===== src/rtl/subdomain_sched_pkg.sv =====
// Shared types and sizing helpers for the sub-domain resource schedulers.
package subdomain_sched_pkg;

  typedef enum logic [1:0] {
    IDLE    = 2'd0,
    GRANT   = 2'd1,
    RELEASE = 2'd2
  } sched_state_e;

  localparam int DEF_NUM_REQ = 5;

  // Index width for a vector of n entries; never narrower than one bit.
  function automatic int id_w(input int n);
    return (n > 1) ? $clog2(n) : 1;
  endfunction

endpackage


===== src/rtl/subdomain_rr_pick.sv =====
// Rotating priority encoder: first set request strictly after last_ptr,
// wrapping modulo NUM_REQ. Purely combinational so sibling schedulers can
// share it.
module rr_pick
  import subdomain_sched_pkg::*;
#(
  parameter int NUM_REQ = DEF_NUM_REQ,
  parameter int ID_W    = id_w(NUM_REQ)
) (
  input  logic [NUM_REQ-1:0] req,
  input  logic [ID_W-1:0]    last_ptr,
  output logic               any,
  output logic [ID_W-1:0]    idx
);

  // Walk the candidates in rotated order and keep the first hit.
  always_comb begin
    int cand;
    any  = 1'b0;
    idx  = '0;
    cand = 0;
    for (int k = 1; k <= NUM_REQ; k++) begin
      cand = (int'(last_ptr) + k) % NUM_REQ;
      if (!any && req[ID_W'(cand)]) begin
        any = 1'b1;
        idx = ID_W'(cand);
      end
    end
  end

endmodule


===== src/rtl/subdomain_rr_scheduler.sv =====
// Round-robin owner of the shared downstream resource for the leaf
// instances of one sub-domain, with a hold-time limit that revokes a
// grant that overstays.
//
// state   | meaning
// --------+----------------------------------------------------------
// IDLE    | no owner, arbitrating every cycle
// GRANT   | one requester owns the resource, hold_cnt running
// RELEASE | bus-off cycle after an owner leaves; arbitrates like IDLE
module subdomain_rr_scheduler
  import subdomain_sched_pkg::*;
#(
  parameter int  NUM_REQ  = DEF_NUM_REQ,
  parameter int  MAX_HOLD = 64,
  parameter int  CNT_W    = 16,
  localparam int ID_W     = id_w(NUM_REQ)
) (
  input  logic               clk,
  input  logic               rst,
  input  logic [NUM_REQ-1:0] req,
  input  logic [NUM_REQ-1:0] done,
  output logic [NUM_REQ-1:0] gnt,
  output logic               gnt_valid,
  output logic [ID_W-1:0]    gnt_id,
  output logic               timeout,
  output logic [ID_W-1:0]    timeout_id,
  output logic [CNT_W-1:0]   grant_cnt
);

  localparam logic [1:0] ST_IDLE    = IDLE;
  localparam logic [1:0] ST_GRANT   = GRANT;
  localparam logic [1:0] ST_RELEASE = RELEASE;

  // hold_cnt only ever reaches MAX_HOLD-1, so this width is sufficient.
  localparam int HOLD_W = id_w(MAX_HOLD);

  logic [1:0]        state;
  logic [ID_W-1:0]   last_ptr;
  logic [HOLD_W-1:0] hold_cnt;
  logic              pick_any;
  logic [ID_W-1:0]   pick_idx;
  logic              owner_leaves;
  logic              hold_expired;

  rr_pick #(
    .NUM_REQ (NUM_REQ),
    .ID_W    (ID_W)
  ) u_pick (
    .req      (req),
    .last_ptr (last_ptr),
    .any      (pick_any),
    .idx      (pick_idx)
  );

  // Owner-only release terms; strobes from other requesters never reach here.
  always_comb begin
    owner_leaves = done[gnt_id] || !req[gnt_id];
    hold_expired = (hold_cnt == HOLD_W'(MAX_HOLD - 1));
  end

  assign gnt_valid = |gnt;

  // Arbitration, ownership tracking, hold limit and grant counting.
  always_ff @(posedge clk or posedge rst) begin
    if (rst) begin
      state      <= ST_IDLE;
      gnt        <= '0;
      gnt_id     <= '0;
      last_ptr   <= ID_W'(NUM_REQ - 1);
      hold_cnt   <= '0;
      grant_cnt  <= '0;
      timeout    <= 1'b0;
      timeout_id <= '0;
    end else begin
      timeout <= 1'b0;
      case (state)
        ST_GRANT: begin
          hold_cnt <= hold_cnt + HOLD_W'(1);
          // A voluntary release in the limit cycle takes precedence.
          if (owner_leaves) begin
            state    <= ST_RELEASE;
            gnt      <= '0;
            last_ptr <= gnt_id;
          end else if (hold_expired) begin
            state      <= ST_RELEASE;
            gnt        <= '0;
            last_ptr   <= gnt_id;
            timeout    <= 1'b1;
            timeout_id <= gnt_id;
          end
        end
        default: begin
          if (pick_any) begin
            state    <= ST_GRANT;
            gnt      <= NUM_REQ'(1) << pick_idx;
            gnt_id   <= pick_idx;
            hold_cnt <= '0;
            if (grant_cnt != {CNT_W{1'b1}}) begin
              grant_cnt <= grant_cnt + CNT_W'(1);
            end
          end else begin
            state <= ST_IDLE;
          end
        end
      endcase
    end
  end

endmodule


===== config.mk =====
export PLATFORM = sky130hd
export DESIGN_NAME = subdomain_rr_scheduler
export DESIGN_NICKNAME = d
export VERILOG_FILES = /design/src/rtl/subdomain_sched_pkg.sv /design/src/rtl/subdomain_rr_pick.sv /design/src/rtl/subdomain_rr_scheduler.sv
export SDC_FILE = /design/constraint.sdc
export NUM_CORES = 1
export LEC_CHECK = 0
export ABC_CLOCK_PERIOD_IN_PS = 5000
export CORE_MARGIN = 5
export CORE_UTILIZATION = 45
export DETAILED_ROUTE_END_ITERATION = 8
export PLACE_DENSITY = 0.77
export SLEW_MARGIN = 15
export SYNTH_ARGS = -nofsm -noshare
export SYNTH_HDL_FRONTEND = slang
export SYNTH_SLANG_ARGS = --single-unit

===== constraint.sdc =====
create_clock -name clk -period 5 [get_ports clk]
set_input_delay 1 -clock clk [delete_from_list [all_inputs] [get_ports clk]]
set_output_delay 1 -clock clk [all_outputs]
set_load 0.02 [all_outputs]

* Word level (Yosys, flattened, before mapping)
Index checks and enable logic that the tools add are counted.
Operators by class: add/sub/neg operators 7, divide/modulo/power cells 5, $lt $le $gt $ge 6, equality and inequality tests 4, shift operators 1, multiplexer cells 44, bitwise logic cells 2, reductions and logical operators 18
Operators by type and width (count):
- modulo 32 x 4 -> 32 bit, second input constant | 5
- less-than comparator 3 x 5 -> 1 bit, second input constant | 5
- binary-select mux 1 bit (select 3 bit) | 7
- two-way mux 1 bit | 21
- two-way mux 3 bit | 7
- two-way mux 5 bit | 4
- adder 16 x 1 -> 16 bit, second input constant | 1
- inequality test 16 bit, second input constant | 1
- two-way mux 6 bit | 2
- adder 3 x 2 -> 4 bit, second input constant | 2
- adder 3 x 3 -> 4 bit, second input constant | 2
- adder 6 x 1 -> 6 bit, second input constant | 1
- equality test 6 bit, second input constant | 1
- two-way mux 2 bit | 3
- AND reduction 2 bit | 3
- AND reduction 3 bit | 2
- logical NOT 1 bit | 5
- OR reduction 5 bit | 1
- left shift 1 x 3 -> 5 bit, first input constant | 1
- adder 3 x 1 -> 4 bit, second input constant | 1
- logical AND 1 bit | 4
- less-than comparator 3 x 4 -> 1 bit, second input constant | 1
- nonzero test 2 bit | 2
- inequality test 3 bit, second input constant | 1
- 3 further kinds | 4
Word-level totals: bits in registers 39, input port bits 12, output and inout bits 29, logic and storage cells 95

* Depth between registers and ports, before layout
Gate-level depths: netlist of the first run.
depth in word-level cells 21, gate-level depth with buffers 22, gate-level depth less buffers 18

* By module
Synthesis of the first run repeated with hierarchy kept, for this count alone.
Unflattened totals: cells, all modules 400, area total of the unflattened synthesis 3573.4 um2
By module, submodules not included:
- subdomain_rr_scheduler | times used 1, cells an instance 170, area each 1874.3 um2, seq. area each 977.2 um2
- rr_pick | times used 1, cells an instance 230, area each 1699.1 um2, seq. area each 0.0 um2

* Least setup slack after synthesis of the first run
Ideal clock, no wire load.
path type register to register, start point reg last_ptr[0], end point reg gnt[3], arrival 4.672 ns, required time 4.879 ns, path slack 0.207 ns, cell stages (with the launch flop) 21, path buffers 3, cells stage by stage dfrtp_1 buf_6 clkbuf_8 clkbuf_8 inv_1 ha_1 ha_1 o31ai_1 o21a_1 xnor2_1 inv_1 ha_1 and2b_2 o31ai_2 or3_1 a32o_2 a41o_1 a221oi_2 a311oi_1 a2111o_1 a22o_1
Between the ends: word-level cells in the longest chain between the ends 21, elaborated cells on any way between the ends 48, those cells by class add/sub (5); div (5); shift (1); mux (27); reduce/logical (10)
Ends and longest elaborated chain:
- start: declaration | RTL line subdomain_rr_scheduler.sv:38 | logic [ID_W-1:0] last_ptr;
- start signal: assignment | RTL line subdomain_rr_scheduler.sv:69 | last_ptr <= ID_W'(NUM_REQ - 1);
- start signal: assignment | RTL line subdomain_rr_scheduler.sv:83 | last_ptr <= gnt_id;
- start signal: assignment | RTL line subdomain_rr_scheduler.sv:87 | last_ptr <= gnt_id;
- adder 3 x 1 -> 4 bit | RTL line subdomain_rr_pick.sv:23 | cand = (int'(last_ptr) + k) % NUM_REQ;
- modulo 32 x 4 -> 32 bit | RTL line subdomain_rr_pick.sv:23
- binary-select mux 1 bit (select 3 bit) | RTL line subdomain_rr_pick.sv:24 | if (!any && req[ID_W'(cand)]) begin
- two-way mux 1 bit (implied by the code) (2 in a row) | RTL line subdomain_rr_pick.sv:24
- two-way mux 1 bit | RTL line subdomain_rr_pick.sv:24
- logical NOT 1 bit | RTL line subdomain_rr_pick.sv:24
- logical AND 1 bit | RTL line subdomain_rr_pick.sv:24
- two-way mux 1 bit | RTL line subdomain_rr_pick.sv:24
- (+4 left out)
- logical AND 1 bit | RTL line subdomain_rr_pick.sv:24
- two-way mux 1 bit | RTL line subdomain_rr_pick.sv:24
- logical NOT 1 bit | RTL line subdomain_rr_pick.sv:24
- logical AND 1 bit | RTL line subdomain_rr_pick.sv:24
- two-way mux 3 bit | RTL line subdomain_rr_pick.sv:24
- left shift 1 x 3 -> 5 bit | RTL line subdomain_rr_scheduler.sv:95 | gnt <= NUM_REQ'(1) << pick_idx;
- two-way mux 5 bit | RTL line subdomain_rr_scheduler.sv:93 | if (pick_any) begin
- two-way mux 5 bit | RTL line subdomain_rr_scheduler.sv:76 | case (state)
- end signal: assignment | RTL line subdomain_rr_scheduler.sv:95
- end: declaration | RTL line subdomain_rr_scheduler.sv:22 | output logic [NUM_REQ-1:0] gnt,
Several ways; a longest one is shown, not always the timed one. The select of a mux whose other input is x is not followed. A chain may end at the register's enable or synchronous reset.

* Worst setup path after layout of the first run
Same ends and word-level chain as after synthesis.

==> impl_metrics.toml, run 1 <==
[logic_synthesis]
ys_top_cells_by_count = "nand2_1 (45), dfrtp_1 (38), ha_1 (28)"
yosys.area.top_type = "dfrtp_1"
synth_edf_count = 0
syn_inst = 417
ys_types = 90
syn_area_mm2 = 0.003700
synth_area_leaders = "dfrtp_1 (26%), ha_1 (9.5%), nand2_1 (4.6%)"
yosys_register_bits = 39
yosys_warnings = 0
avgSynthCellArea_um2 = 8.872
yosysMostFrequentCell = "nand2_1"
async_flop_share_pct = 100.0
seq_area_frac_synth_pct = 26.41
synth.net_count = 458
synth_flop_cell = "dfrtp_1"
synth_top_area_share_pct = 25.70

[floorplanning]
dieHeight_um = 100.7
dieArea_mm2 = 0.01014
row_count = 33
start_util_pct = 45.72
core_area_mm2 = 0.008093
num_io_pins = 41
die_w_um = 100.7

[route]
dr.pass1.iters = 5
wirelength_um = 9927
via_per_inst = 6.115
num_vias = 3412
postRouteAntennaNets = 0
wire_per_inst_um = 17.79
drc = 0
drt_iter0_drc = 205

[run_status]
status = "finished clean"

[place]
hpwl_um = 7470
port_buffers = 40
place_congestion = 0.9884

[sta]
max_slew.worst_pin.slew_ns = 0.6531
fmax_mhz = 208.4
skew_ns = 0.006901
period_share_pct = 95.97
fin_crit_ns = 4.799
rsz0062_at_grt = "false"
hold_viol_final = 0
maxSlewHeadroom_pct = 55.91
setup_viol = 0
maxSlewViolCount = 0
hold-worst-slack_ns = 0.4865

[grt]
grt_pass1_wl_um = 16530
gr-usage-all-layers_pct = 20.11
grt_max_degree = 40
grt_pass1_vias = 3347
antenna_found_initial = 0
grt_overflow = 0

[worst_setup_path]
cp_common_cell = "ha_1"
cp.arrival_ns = 4.99
end_kind = "flop"
slowest_stage = "dfrtp_1"
critPathMaxStageDelay_ns = 0.41
reg2reg_slack_ns = 0.20
crit_chain = "ha_1 -> xnor2_4 -> inv_4 -> ha_1 -> o31ai_1 -> o21a_1 -> xnor2_1 -> inv_1 -> ha_1 -> and2b_2 -> o31ai_2 -> buf_4 -> a21oi_1 -> a32o_2 -> a41oi_2 -> or3_1 -> a311oi_1 -> a2111o_1 -> a22o_1"
crit_family = "compound AO/OA/AOI/OAI gates"
path_buf_inv = 3
worst-setup-path-type = "reg -> reg"
required_ns = 5.19
cp_max_fo = 11
start_kind = "flop"

[cts]
cts_max_path_buffers = 2
cts_buffers = 5
cts_setup_buffers = 0
cts.sinks = 39
clkTransAtPathRegs_ns = 0.08
cts-root-buf = "clkbuf_8"
htree_levels = 2
cts_tree = "done"
clk_latency_ns = 0.30
cts_hold_repair.buffers = 0

[layout]
n_fill_cell = 740
fin_nets = 493
antenna_cells = 0
drive_gt1_share_pct = 13.02
multi_input_area_mm2 = 0.002482
seq_area_um2 = 980.9
areaGrowthSynthToFinish_pct = 15.62

[worst_hold_path]
hp-class = "reg -> reg"

[job]
drv_cap = 0
flip-flops by register name, summed over array words and instances (netlist names):
name / cells
gnt: 5
timeout: 1
timeout_id: 3
state: 2
gnt_id: 3
grant_cnt: 16
hold_cnt: 6
last_ptr: 3
layout by cell type, fill, tap and decap left out, drive strengths merged, types with 3 or more instances in the layout:
cell type / synthesis / layout
o21ai: 24 / 24
nor4b: 4 / 4
mux2i: 7 / 7
a32o: 3 / 3
a21boi: 3 / 3
clkdlybuf4s50: 0 / 40
buf: 8 / 9
xnor2: 21 / 21
and2: 6 / 6
nand2: 46 / 46
and3: 10 / 10
nand2b: 9 / 9
a21oi: 27 / 27
nand3: 17 / 17
a41oi: 3 / 3
or3: 3 / 3
o21a: 3 / 3
o2bb2ai: 3 / 3
ha: 28 / 28
nor3b: 3 / 3
o31ai: 3 / 3
and4: 3 / 3
a2111o: 3 / 3
dfrtp: 38 / 38
inv: 24 / 25
nor2: 23 / 23
a31oi: 5 / 5
a22o: 5 / 5
mux2: 3 / 3
nand4: 11 / 11
o311ai: 3 / 3
clkbuf: 13 / 5
nor3: 6 / 6
nor4: 3 / 3
o31a: 3 / 3
a221oi: 3 / 3
logic make-up after synthesis:
family          synth area share [%]
fa+ha+maj                      10.01
buf+inv                        6.594
simple gates                   23.47
xor+xnor                       6.155
mux                            4.126
compound gates                 23.23
flops                          26.41
cell type report:
type                       instances  area share, %
timing repair buffer              49          10.94
sequential                        39          22.93
inverter                          25          2.311
tap                              105          3.071
clock buffer                       5          1.609
clock inverter                     3          1.111
multi-input combinational        332          58.03
metal layers:
metal	global-route usage, %	vias to the layer above	wire [µm]
li1	-	1620	-
met1	25.89	1647	4132
met2	32.81	127	4884
met3	4.152	18	651
met4	8.187	0	258
met5	0	-	0
through the flow:
step	area, µm²	util [%]	setup slack, ns	setup TNS [ns]	cells
floorplan	3700	-	0.2066	0	417
global placement	4154	51.33	0.08058	0	550
detailed placement	4154	51.33	-0.03606	-0.08245	550
CTS	4272	52.78	0.1162	0	558
global route	4278	52.86	0.01745	0	558
finish	4278	52.86	0.2014	0	558
worst reg2reg max path: cells and delay by family, from the launching register on:
kind | cells | cell delay [ns]
buffers and inverters | 3 | 0.38
and+or+nand+nor | 2 | 0.41
AOI/OAI and AO/OA | 9 | 2.16
DFF | 1 | 0.41
adders and majority gates | 3 | 0.79
xor gates and xnor gates | 2 | 0.55
what timing repair did:
action | CTS | global route
endpoints found under the hold margin | 0 | 0
endpoints found under the setup margin | 6 | 18
gates resized for setup | 1 | 3
pin swaps | 0 | 1
path summary, 6_finish.rpt:
check,from,end,cells past startpoint
max reg2reg,last_ptr[0]$_DFFE_PP0P_,gnt[3]$_DFFE_PP0P_,19
max,last_ptr[0]$_DFFE_PP0P_,gnt[3]$_DFFE_PP0P_,19
max in group asynchronous,rst,last_ptr[2]$_DFFE_PP1P_,3
min,hold_cnt[2]$_DFFE_PP0P_,hold_cnt[2]$_DFFE_PP0P_,1
min in group asynchronous,rst,grant_cnt[10]$_DFFE_PP0P_,3
min reg2reg,hold_cnt[2]$_DFFE_PP0P_,hold_cnt[2]$_DFFE_PP0P_,1
Power of run 1 is not shown: default switching activity piles up to over one toggle a cycle in this logic, so the estimate is an artifact.
==> inputs of run 2 (changes only) <==
SLEW_MARGIN = default   (was 15)
==> results of run 2 <==
No change in the layout: final DEF, timing and power equal those of run 1.
Power of run 2 is left out for the same reason.
==> inputs of run 3 (changes only) <==
ABC_CLOCK_PERIOD_IN_PS = 4000   (was 5000)
clock period = 4 ns   (was 5 ns; I/O delays follow)
==> impl_metrics.toml, run 3 (synthesis results as in run 1) <==
[run_status]
status = "finished with violations"
failed_checks = "setup timing"

[grt]
grt_pass1_wl_um = 17550
antenna_found_initial = 0
grt_overflow = 0
gr-usage-all-layers_pct = 21.25
grt_max_degree = 23
grt_pass1_vias = 3569

[layout]
drive_gt1_share_pct = 33.59
final_common_cell = "buf_4"
top_register = "grant_cnt"
multi_input_area_mm2 = 0.002915
fin_nets = 552
antenna_cells = 0
n_fill_cell = 604
areaGrowthSynthToFinish_pct = 40.72
mostFrequentLayoutCells = "buf_4 (64), nand2_1 (41), clkdlybuf4s50_1 (40)"
seq_area_um2 = 979.7
largest_reg_flops = 16
stdcell_count = 617
reg_top3 = "grant_cnt (16), hold_cnt (6), gnt (5)"

[worst_setup_path]
cp.arrival_ns = 4.28
start_kind = "flop"
cp_max_fo = 10
required_ns = 4.20
end_kind = "flop"
worst-setup-path-type = "reg -> reg"

[place]
dp.cells = 600
port_buffers = 40
place_congestion = 0.9751
hpwl_um = 8083

[sta]
fin_crit_ns = 4.077
hold_viol_final = 0
setup_viol = 4
period_share_pct = 101.9
rsz0062_at_grt = "true"
max_slew.worst_pin.slew_ns = 0.7263
skew_ns = 0.006822
fmax_mhz = 245.3
maxSlewViolCount = 0
maxSlewHeadroom_pct = 51.52
fin_ws_ns = -0.07683

[cts]
cts_hold_repair.buffers = 0
cts-root-buf = "clkbuf_8"
cts_max_path_buffers = 2
clkTransAtPathRegs_ns = 0.09
htree_levels = 2
cts_buffers = 5
clk_latency_ns = 0.31
cts.sinks = 39
cts_tree = "done"

[floorplanning]
dieArea_mm2 = 0.01014
core_area_mm2 = 0.008093
dieHeight_um = 100.7
row_count = 33
start_util_pct = 45.72
die_w_um = 100.7
num_io_pins = 41

[route]
drt_iter0_drc = 282
wire_per_inst_um = 18.06
via_per_inst = 5.977
postRouteAntennaNets = 0
num_vias = 3688
wirelength_um = 11140
dr.pass1.iters = 6
drc = 0

[job]
drv_cap = 0

[worst_hold_path]
hp-class = "reg -> reg"
[run 3: path summary, 6_finish.rpt]
kind                                      startpoint                   endpoint  slack [ns]  depth (start not counted)
setup / recovery             last_ptr[1]$_DFFE_PP0P_         gnt[3]$_DFFE_PP0P_       -0.08                         17
hold / removal             timeout_id[0]$_DFFE_PP0P_  timeout_id[0]$_DFFE_PP0P_        0.49                          2
setup reg to reg             last_ptr[1]$_DFFE_PP0P_         gnt[3]$_DFFE_PP0P_       -0.08                         17
hold reg to reg            timeout_id[0]$_DFFE_PP0P_  timeout_id[0]$_DFFE_PP0P_        0.49                          2
max in group asynchronous                        rst  grant_cnt[10]$_DFFE_PP0P_        2.32                          3
min in group asynchronous                        rst      gnt_id[0]$_DFFE_PP0P_        0.92                          2
[run 3: area by class of cell]
type,count,area share [%]
Multi-Input combinational cell,332,56.00
Inverter,25,2.115
Clock buffer,6,1.586
Sequential cell,39,18.82
Timing Repair Buffer,108,18.22
Clock inverter,2,0.7450
Tap cell,105,2.523
[run 3: timing repair]
item,4_1_cts,5_1_grt
gates cloned,0,1
endpoints found under the setup margin,23,30
hold endpoints to repair,0,0
setup buffers,7,1
pin swaps,12,14
gates resized for setup,22,50
[run 3: metrics by stage]
stage	cell area [µm²]	setup TNS, ns	hold slack (ns)	setup WS, ns	util (%)
floorplan	3790	-5.139	0.4467	-0.2811	-
global placement	4614	-0.03458	0.4619	-0.02862	57.02
detailed placement	4614	-2.198	0.4698	-0.2493	57.02
CTS	4900	-0.2222	0.4893	-0.1020	60.54
global route	5206	-2.233	0.5172	-0.2155	64.33
finish	5206	-0.1672	0.4860	-0.07683	64.33
[run 3: routing by layer]
metal | vias up | wire (µm) | global-route usage, %
met3 | 43 | 519 | 4.360
met2 | 122 | 5619 | 35.39
met1 | 1795 | 4635 | 27.22
met5 | - | 0 | 0
met4 | 0 | 369 | 7.565
li1 | 1728 | - | -
[run 3: critical path: stages (launching register included)]
cell and delay [ns]:
dfrtp_2 0.45, ha_4 0.19, xnor2_4 0.18, buf_4 0.14, buf_4 0.15, ha_1 0.15, inv_1 0.04, ha_1 0.30
nand2b_1 0.19, or4_1 0.42, o211a_4 0.20, a21boi_0 0.16, o21ai_2 0.27, a21oi_1 0.15, nor3_2 0.24, nor4b_4 0.10
a2111o_1 0.42, a22o_1 0.22
Power of run 3 is left out for the same reason.
==> RTL change, RTL diff (settings of run 3) <==
Set the parameter `MAX_HOLD` to 96 (it was 64).
--- a/src/rtl/subdomain_rr_scheduler.sv
+++ b/src/rtl/subdomain_rr_scheduler.sv
@@ -11,7 +11,7 @@
   import subdomain_sched_pkg::*;
 #(
   parameter int  NUM_REQ  = DEF_NUM_REQ,
-  parameter int  MAX_HOLD = 64,
+  parameter int  MAX_HOLD = 96,
   parameter int  CNT_W    = 16,
   localparam int ID_W     = id_w(NUM_REQ)
 ) (
Check against the original RTL: no difference found for any inputs over 4 cycles, from zero or initial values and one cycle with rst high; that may be too few to reach the edited logic, so the function may still have changed.
==> RTL change against run 3 <==
  * Worst setup slack gained 0.066 ns
  * Via count rose by 9.6%
  * Highest routed layer unchanged
  * Non-clock buffer count down 2
  * The run still ends with negative setup slack left
  * Sequential cell count rose by 1
  * Design area increased by 1.9%
  * Final cell count rose by 7.5%
  * Synthesized area grew 9.9%
  * Wire length is 5.8% higher
  * Critical endpoint is now gnt[1]
  * Count of clock-buffer cells in the layout fell by 1
  * Global-route usage fell by 0.56 points
Power is left out: the tool's default activity adds up to more than one toggle a clock period on the data nets, which glitch-free logic cannot reach.
==> RTL change: results (changes against run 3) <==
* Status: complete, but fails checks (unchanged)
* Failing checks: negative setup slack (unchanged)
* Finish-stage setup viols at 2 (was 4)
* Worst setup margin at -0.01107 ns (was -0.07683 ns)
* First-pass GRT wire length at 19.38 mm (was 17.55 mm)
* Proportion of layout cells with a drive suffix above 1 at 25.59% (was 33.59%)
* Largest net degree at the start of global routing at 30 (was 23)
* Final nets at 593 (was 552)
* Syn nets at 503 (was 458)
* H-tree depth at 2 (unchanged)
* Placed inst area at 0.004977 mm2 (was 0.004614 mm2)
* Post-synth top cells: dfrtp_1 (39), nand2_1 (37), nor2_1 (29) (was nand2_1 (45), dfrtp_1 (38), ha_1 (28))
* Worst rel slew slack at 47.36% (was 51.52%)
* Via/cell ratio at 6.098 (was 5.977)
* Placed Cells at 647 (was 600)
* DR iter-0 viols at 293 (was 282)
* Synth top area cells: dfrtp_1 (24%), ha_1 (8.0%), xnor2_1 (5.2%) (was dfrtp_1 (26%), ha_1 (9.5%), nand2_1 (4.6%))
* Biggest regs: grant_cnt (16), hold_cnt (7), gnt (5) (was grant_cnt (16), hold_cnt (6), gnt (5))
* WHS at 0.4971 ns (was 0.4860 ns)
* Drt first pass iters at 5 (was 6)
* # fillers at 722 (was 604)
* Root buf cell: clkbuf_8 (unchanged)
* Ant. Diodes at 0 (unchanged)
* Cell variety after synth at 91 (was 90)
* Fin cells at 663 (was 617)
* Gp weighted congestion at 0.9079 (was 0.9751)
* Crit Path Max Fanout at 5 (was 10)
* Vias in the first global route at 3,985 (was 3,569)
* Post-synth ARST share at 100.0% (unchanged)
* Port Buffers at 40 (unchanged)
* Total CTS buffers at 5 (unchanged)
* Crit path arrival time at 4.22 ns (was 4.28 ns)
* WL final at 11.79 mm (was 11.14 mm)
* Worst-Skew Late Latency at 0.30 ns
* Worst min-delay path startpoint: grant_cnt[9] (was timeout_id[0])
* Synth Instances at 465 (was 417)
* Hpwl dp at 8.869 mm (was 8.083 mm)
* GRT Total Usage at 20.69% (was 21.25%)
* Sequential element share of the synthesized area at 24.65% (was 26.41%)
* CP startpoint: last_ptr[1] (unchanged)
* Pre-CTS WS at -0.1320 ns (was -0.2493 ns)
* Worst Clk Skew at 0.009607 ns (was 0.006822 ns)
* Initial antenna violation count at 0 (unchanged)
[RTL change: cell types whose count changed in the layout (fill, tap and decap cells not counted), sizes merged, moves of 5 or more]
cell / change
nand2: -9
nand3: +9
nor2b: +8
a21oi: -7
nor2: +7
o21ai: +6
o32ai: +6
xnor2: +5
[RTL change: area by class of cell]
class                   instances  share of cell area (%)
clock buffers                   5                   1.297
well taps                     108                   2.547
flip-flops and latches         40                   18.92
repair buffers                106                   17.10
inverters                      30                   2.170
multi-input cells             372                   56.84
clock inverters                 2                   1.132
[RTL change: per-layer routing]
| layer | up-vias | track usage (%) | share of wire, % |
|---|---|---|---|
| met1 | 1937 | 28.00 | 44 |
| met5 | - | 0 | 0 |
| met4 | 0 | 5.388 | 1.6 |
| met3 | 28 | 3.761 | 7.4 |
| li1 | 1909 | - | - |
| met2 | 169 | 34.04 | 47 |
[RTL change: worst paths after layout]
check	depth (start not counted)	to
max	18	gnt[1]
min	1	grant_cnt[9]
max reg2reg	18	gnt[1]
min reg2reg	1	grant_cnt[9]
max in group asynchronous	3	grant_cnt[5]
min in group asynchronous	2	gnt_id[1]
[RTL change: through the flow]
| step | utilization, % | setup TNS, ns |
|---|---|---|
| finish | 60.54 | -0.01514 |
| global route | 60.54 | -3.569 |
| CTS | 58.94 | -0.0005720 |
| detailed placement | 56.80 | -0.3012 |
| global placement | 56.80 | 0 |
| floorplan | - | -6.215 |
[RTL change: what timing repair did]
action / in CTS / in global routing
gates resized for setup: 4 / 23
setup buffers: 5 / 4
setup endpoints to repair: 12 / 32
cloned: 0 / 0
pin swaps: 3 / 7
[RTL change: worst max-delay path: stages, from the launching register on]
cell,delay (ns)
dfrtp_2,0.45
ha_4,0.19
xnor2_4,0.17
inv_4,0.06
ha_4,0.18
o31ai_4,0.25
o31ai_4,0.13
xnor2_1,0.23
inv_1,0.09
ha_2,0.19
nor2b_4,0.13
or3_4,0.40
nand3_4,0.09
a2bb2oi_2,0.07
buf_4,0.14
o221ai_4,0.24
or3b_4,0.42
a31o_4,0.26
o32ai_1,0.21
[RTL change: cells by family after synthesis]
kind of cell / count (synthesis) / synth area share [%]
AND/OR/NAND/NOR: 169 / 22.44
AO/OA/AOI/OAI: 131 / 26.13
buffers and inverters: 53 / 6.432
flip-flops: 40 / 24.65
XOR/XNOR: 29 / 7.356
adder cells (fa/ha/maj): 26 / 8.002
multiplexers: 17 / 4.986
